File: config.mk
export PLATFORM = sky130hd
export DESIGN_NAME = axis_s_fifo
export DESIGN_NICKNAME = d
export VERILOG_FILES = /design/src/rtl/axis_pkg.sv /design/src/rtl/axis_s_fifo_mem.sv /design/src/rtl/axis_s_fifo.sv
export SDC_FILE = /design/constraint.sdc
export NUM_CORES = 1
export LEC_CHECK = 0
export BUFFER_PORTS_ARGS = -buffer_cell sky130_fd_sc_hd__buf_2
export CORE_ASPECT_RATIO = 1.4
export CORE_MARGIN = 2
export CORE_UTILIZATION = 40
export CTS_CLUSTER_DIAMETER = 40
export DETAILED_ROUTE_END_ITERATION = 10
export GPL_TIMING_DRIVEN = 0
export SETUP_SLACK_MARGIN = 0.1
export SYNTH_ARGS = -nofsm -noshare
export SYNTH_HDL_FRONTEND = slang
export SYNTH_SLANG_ARGS = --single-unit
File: constraint.sdc
create_clock -name aclk -period 12.8 [get_ports aclk]
set_input_delay 2.56 -clock aclk [delete_from_list [all_inputs] [get_ports aclk]]
set_output_delay 2.56 -clock aclk [all_outputs]
set_load 0.005 [all_outputs]
File: src/rtl/axis_pkg.sv
// Shared AXI-Stream definitions used by the stream master and the slave FIFO.
// Each FIFO entry stores {last, data}, so an entry is one bit wider than tdata.
package axis_pkg;

  localparam int AXIS_DATA_W  = 32;
  localparam int AXIS_ENTRY_W = AXIS_DATA_W + 1;

  typedef struct packed {
    logic                   last;
    logic [AXIS_DATA_W-1:0] data;
  } axis_entry_t;

endpackage : axis_pkg

File: src/rtl/axis_s_fifo_mem.sv
// Storage array for the AXI-Stream slave FIFO: one synchronous write port
// and one asynchronous read port so the head entry is always presented
// (show-ahead). Pointer, flag and handshake logic live in the parent.
module axis_s_fifo_mem #(
  parameter int ENTRY_W = 33,
  parameter int DEPTH   = 8,
  parameter int ADDR_W  = 3
) (
  input  logic               aclk,
  input  logic               i_wr_en,
  input  logic [ADDR_W-1:0]  i_wr_addr,
  input  logic [ENTRY_W-1:0] i_wr_data,
  input  logic [ADDR_W-1:0]  i_rd_addr,
  output logic [ENTRY_W-1:0] o_rd_data
);

  logic [ENTRY_W-1:0] r_mem [DEPTH];

  // Write the accepted beat into its slot on the clock edge.
  always_ff @(posedge aclk) begin
    if (i_wr_en) begin
      r_mem[i_wr_addr] <= i_wr_data;
    end
  end

  // Head entry is read combinationally so it is visible as soon as it is written.
  assign o_rd_data = r_mem[i_rd_addr];

endmodule : axis_s_fifo_mem

File: src/rtl/axis_s_fifo.sv
// AXI-Stream slave FIFO: accepts {tlast,tdata} beats on handshake, buffers
// them in a DEPTH-entry FIFO and offers a show-ahead pop interface.
// tready is deasserted while full; pkt_done pulses once per accepted tlast.
// Optional feature macro AXIS_S_PKT_CNT_EN adds a 16-bit wrapping packet
// counter (pkt_cnt) with a synchronous clear input (pkt_cnt_clr).
module axis_s_fifo
  import axis_pkg::*;
#(
  parameter int DATA_W = AXIS_DATA_W,
  parameter int DEPTH  = 8,
  parameter int ADDR_W = 3
) (
  input  logic              aclk,
  input  logic              rst,
  input  logic              tvalid,
  input  logic              tlast,
  input  logic [DATA_W-1:0] tdata,
  output logic              tready,
  input  logic              rd_en,
  output logic [DATA_W-1:0] rd_data,
  output logic              rd_last,
  output logic              empty,
  output logic [ADDR_W:0]   level,
`ifdef AXIS_S_PKT_CNT_EN
  input  logic              pkt_cnt_clr,
  output logic [15:0]       pkt_cnt,
`endif
  output logic              pkt_done
);

  // Pointers carry one extra wrap bit so full and empty are distinguishable.
  logic [ADDR_W:0] r_wr_ptr;
  logic [ADDR_W:0] r_rd_ptr;
  logic            r_pkt_done;

  logic            w_full;
  logic            w_empty;
  logic            w_wr;
  logic            w_rd;
  logic [DATA_W:0] w_wr_entry;
  logic [DATA_W:0] w_rd_entry;

  // Flags derive only from registered pointers, keeping tready free of input paths.
  assign w_empty = (r_wr_ptr == r_rd_ptr);
  assign w_full  = (r_wr_ptr[ADDR_W] != r_rd_ptr[ADDR_W]) &&
                   (r_wr_ptr[ADDR_W-1:0] == r_rd_ptr[ADDR_W-1:0]);

  // A pop in the same cycle as full does not open the slot; tready rises next cycle.
  assign w_wr = tvalid & ~w_full;
  assign w_rd = rd_en & ~w_empty;

  assign w_wr_entry = {tlast, tdata};

  // Advance pointers on accepted writes and pops; reset flushes the FIFO.
  always_ff @(posedge aclk) begin
    if (rst) begin
      r_wr_ptr <= '0;
      r_rd_ptr <= '0;
    end else begin
      if (w_wr) begin
        r_wr_ptr <= r_wr_ptr + 1'b1;
      end
      if (w_rd) begin
        r_rd_ptr <= r_rd_ptr + 1'b1;
      end
    end
  end

  // One-cycle pulse after a tlast beat is accepted.
  always_ff @(posedge aclk) begin
    if (rst) begin
      r_pkt_done <= 1'b0;
    end else begin
      r_pkt_done <= w_wr & tlast;
    end
  end

`ifdef AXIS_S_PKT_CNT_EN
  logic [15:0] r_pkt_cnt;

  // Count accepted tlast beats; clear wins over increment, wraps naturally.
  always_ff @(posedge aclk) begin
    if (rst || pkt_cnt_clr) begin
      r_pkt_cnt <= '0;
    end else if (w_wr && tlast) begin
      r_pkt_cnt <= r_pkt_cnt + 16'd1;
    end
  end

  assign pkt_cnt = r_pkt_cnt;
`endif

  axis_s_fifo_mem #(
    .ENTRY_W (DATA_W + 1),
    .DEPTH   (DEPTH),
    .ADDR_W  (ADDR_W)
  ) u_mem (
    .aclk      (aclk),
    .i_wr_en   (w_wr),
    .i_wr_addr (r_wr_ptr[ADDR_W-1:0]),
    .i_wr_data (w_wr_entry),
    .i_rd_addr (r_rd_ptr[ADDR_W-1:0]),
    .o_rd_data (w_rd_entry)
  );

  assign tready   = ~w_full;
  assign empty    = w_empty;
  assign level    = r_wr_ptr - r_rd_ptr;
  assign rd_data  = w_rd_entry[DATA_W-1:0];
  assign rd_last  = w_rd_entry[DATA_W];
  assign pkt_done = r_pkt_done;

endmodule : axis_s_fifo
==> flow_summary_export.csv <==
group,metric,value,unit
outcome,status,"finished, final reports clean",
clocking,clkSinkCount,276,
detailed_routing,postRouteAntennaNets,0,
pwr,p_per_area,163,mW/mm²
synth,synth-xor-area-share,0.00826,
placed_design,port_buffers,76,
placed_design,globalplace.congestion,0.785,
setup_path,worstSetupEndpointType,"output pin",
synth,syn_area,0.0106,mm²
layout,drive_gt1_frac,0.410,
detailed_routing,wl,21100,µm
sta,tns,0,ns
detailed_routing,dr.pass1.iters,4,
grt,grt-ovfl-total,0,
sta,slew_headroom,0.475,
layout,fin_nets,632,
detailed_routing,via_per_inst,5.29,
synth,synthMuxAreaShare,0.180,
sta,fmax,0.196,GHz
clocking,cts.path.max_buffers,3,
sta,rsz0062_at_grt,"false",
synth,synthSimpleGateAreaFrac,0.0130,
synth,synth_seq_cells,276,
floorplanning,chipHeight,197,µm
grt,grt_max_degree,24,
clocking,htreeDepth,1,
clocking,cts_made_buffers,25,
placed_design,pre_cts_ws,8.16,ns
grt,antenna_found_initial,1,
floorplanning,coreArea,0.0261,mm²
synth,synth_top_family_by_area,"multiplexers",
layout,area_growth,18.5,%
setup_path,r2r_setup_slack,9.60,ns
clocking,cts_hold_buffers,0,
pwr,p_total,2.05,mW
layout,final_common_cell,"edfxtp_1",
sta,final_hold_viol_count,0,
floorplanning,dieArea,0.0278,mm²
placed_design,hpwl,14300,µm
detailed_routing,via_count,4934,
clocking,clock_latency,0.52,ns
detailed_routing,wire_per_inst,22.6,µm
setup_path,cp-start-kind,"register",
floorplanning,start_util,0.406,
synth,synth_area_per_cell,23.1,µm²
floorplanning,die_w,142,µm
layout,final_cell_mix,"edfxtp_1, buf_2, mux4_2",
clocking,post-cts-setup-buffer-count,0,
grt,grt_pass1_vias,5371,
min_path,min_path_cells,2,
floorplanning,rows,70,
synth,synth_seq_area_share,0.771,
min_path,min_to,"r_wr_ptr[3]",
setup_path,cp_max_fo,10,
clocking,cts_resized,0,
synth,synth-compound-area-share,0.00531,
synth,yosysUniqueCellTypes,30,
detailed_routing,drc,0,
job,drv_cap,0,
pwr,power.leakage,4.12,nW
sta,finClkSkew,0.00915,ns
setup_path,worst-setup-path-type,"reg2out",
detailed_routing,dr.first_iter.drc_count,338,
setup_path,required,10.24,ns
clocking,clk_pin_slew,0.06,ns
synth,yosys_warnings,0,
synth,synthCells,459,
setup_path,reg2regPathDepth,10,
sta,worstMarginPinSlew,0.787,ns
sta,finalCritPeriodShare,0.399,
layout,post-route-util,0.481,
setup_path,r2r_start,"r_wr_ptr[0]",
clocking,cts-root-buf,"clkbuf_16",
synth,yosys.area_share.adder,0.00779,
synth,syn_nets,502,
setup_path,r2r-end,"u_mem.r_mem[2][17]",
sta,worst_slack,7.69,ns
floorplanning,io_pins,77,
sta,fin_crit,5.11,ns
pwr,peakVddDrop,0.107,mV
clocking,cts_tree,"yes",
sta,maxSlewViolCount,0,
grt,grt_pass1_wl,31900,µm
sta,finalSetupViolations,0,
grt,grt_util_all_layers,0.154,
setup_path,arrival,2.55,ns
min_path,min_path_type,"reg2reg",
min_path,min_from,"r_wr_ptr[3]",
## stage by stage
stage | cell area (µm²) | hold slack (ns) | cells
floorplan | 10600 | 0.543 | 459
global placement | 11400 | 0.561 | 859
detailed placement | 11800 | 0.576 | 886
CTS | 12600 | 0.585 | 931
global route | 12600 | 0.603 | 932
finish | 12600 | 0.587 | 932
## per-layer routing
layer | wire, µm | GRT usage
met3 | 695 | 0.0177
met2 | 11400 | 0.285
met1 | 8510 | 0.191
met4 | 471 | 0.0441
met5 | 0 | 0
## how the worst max path moves through the flow
| stage | endpoint | slack, ns | cells past startpoint |
|---|---|---|---|
| finish | rd_data[12] | 7.69 | 5 |
| global route | rd_data[15] | 7.56 | 5 |
| floorplan | u_mem.r_mem[0][0] | 6.47 | 2 |
| CTS | rd_data[12] | 7.65 | 5 |
| detailed placement | u_mem.r_mem[2][17] | 8.16 | 7 |
| global placement | u_mem.r_mem[0][13] | 2.78 | 3 |
## kinds of logic (layout without fill, tap and decap cells)
family,count (synthesis),after routing
multiplexers,100,100
XOR/XNOR,10,10
adder cells (fa/ha/maj),6,6
other,0,1
buffers and inverters,28,176
AO/OA/AOI/OAI,9,9
flip-flops,276,276
AND/OR/NAND/NOR,30,30
## synth_stat cells
cell,instances,area [µm²]
nand2b_1,1,6.26
mux2i_1,1,10.0
nand3_1,3,15.0
nor3_1,4,20.0
buf_2,6,30.0
nor3b_1,1,7.51
buf_8,2,30.0
nor4_1,1,6.26
mux4_2,55,1240
xnor2_1,7,61.3
nand4_1,2,12.5
ha_1,5,62.6
and3_1,1,6.26
buf_6,3,33.8
buf_1,1,3.75
nor2_1,13,48.8
fa_1,1,20.0
a21o_1,1,7.51
o21ai_0,1,5.00
edfxtp_1,264,7930
o21ai_2,1,8.76
mux2_2,33,372
a21oi_1,4,20.0
dfxtp_1,12,240
clkbuf_1,9,33.8
nand2_1,4,15.0
o211ai_1,2,15.0
inv_1,7,26.3
mux4_1,11,289
xor2_1,3,26.3
## critical path, stage by stage (launching register included)
cell	delay (ns)
dfxtp_1	0.34
clkbuf_1	0.46
buf_2	0.42
mux4_2	0.36
mux2_2	0.31
buf_2	0.14
## registers in the layout, summed over array words and instances (netlist names), named ones only
name	count
u_mem.r_mem	264
r_rd_ptr	4
r_wr_ptr	4
pkt_done	1
## where the power goes
| group | internal, mW | switching [mW] |
|---|---|---|
| Combinational | 0.154 | 0.135 |
| Clock | 0.420 | 0.314 |
| Sequential | 1.01 | 0.00815 |
## area by class of cell
type | count | area (µm²)
sequential | 276 | 8170
antenna | 1 | 2.50
inverter | 7 | 26.3
clock inverter | 19 | 179
timing repair buffer | 103 | 696
multi-input combinational | 155 | 2330
tap | 324 | 405
clock buffer | 26 | 629
buffer | 21 | 131
fill | 2141 | 13500
Note: power is estimated with default switching activity, not from simulation.
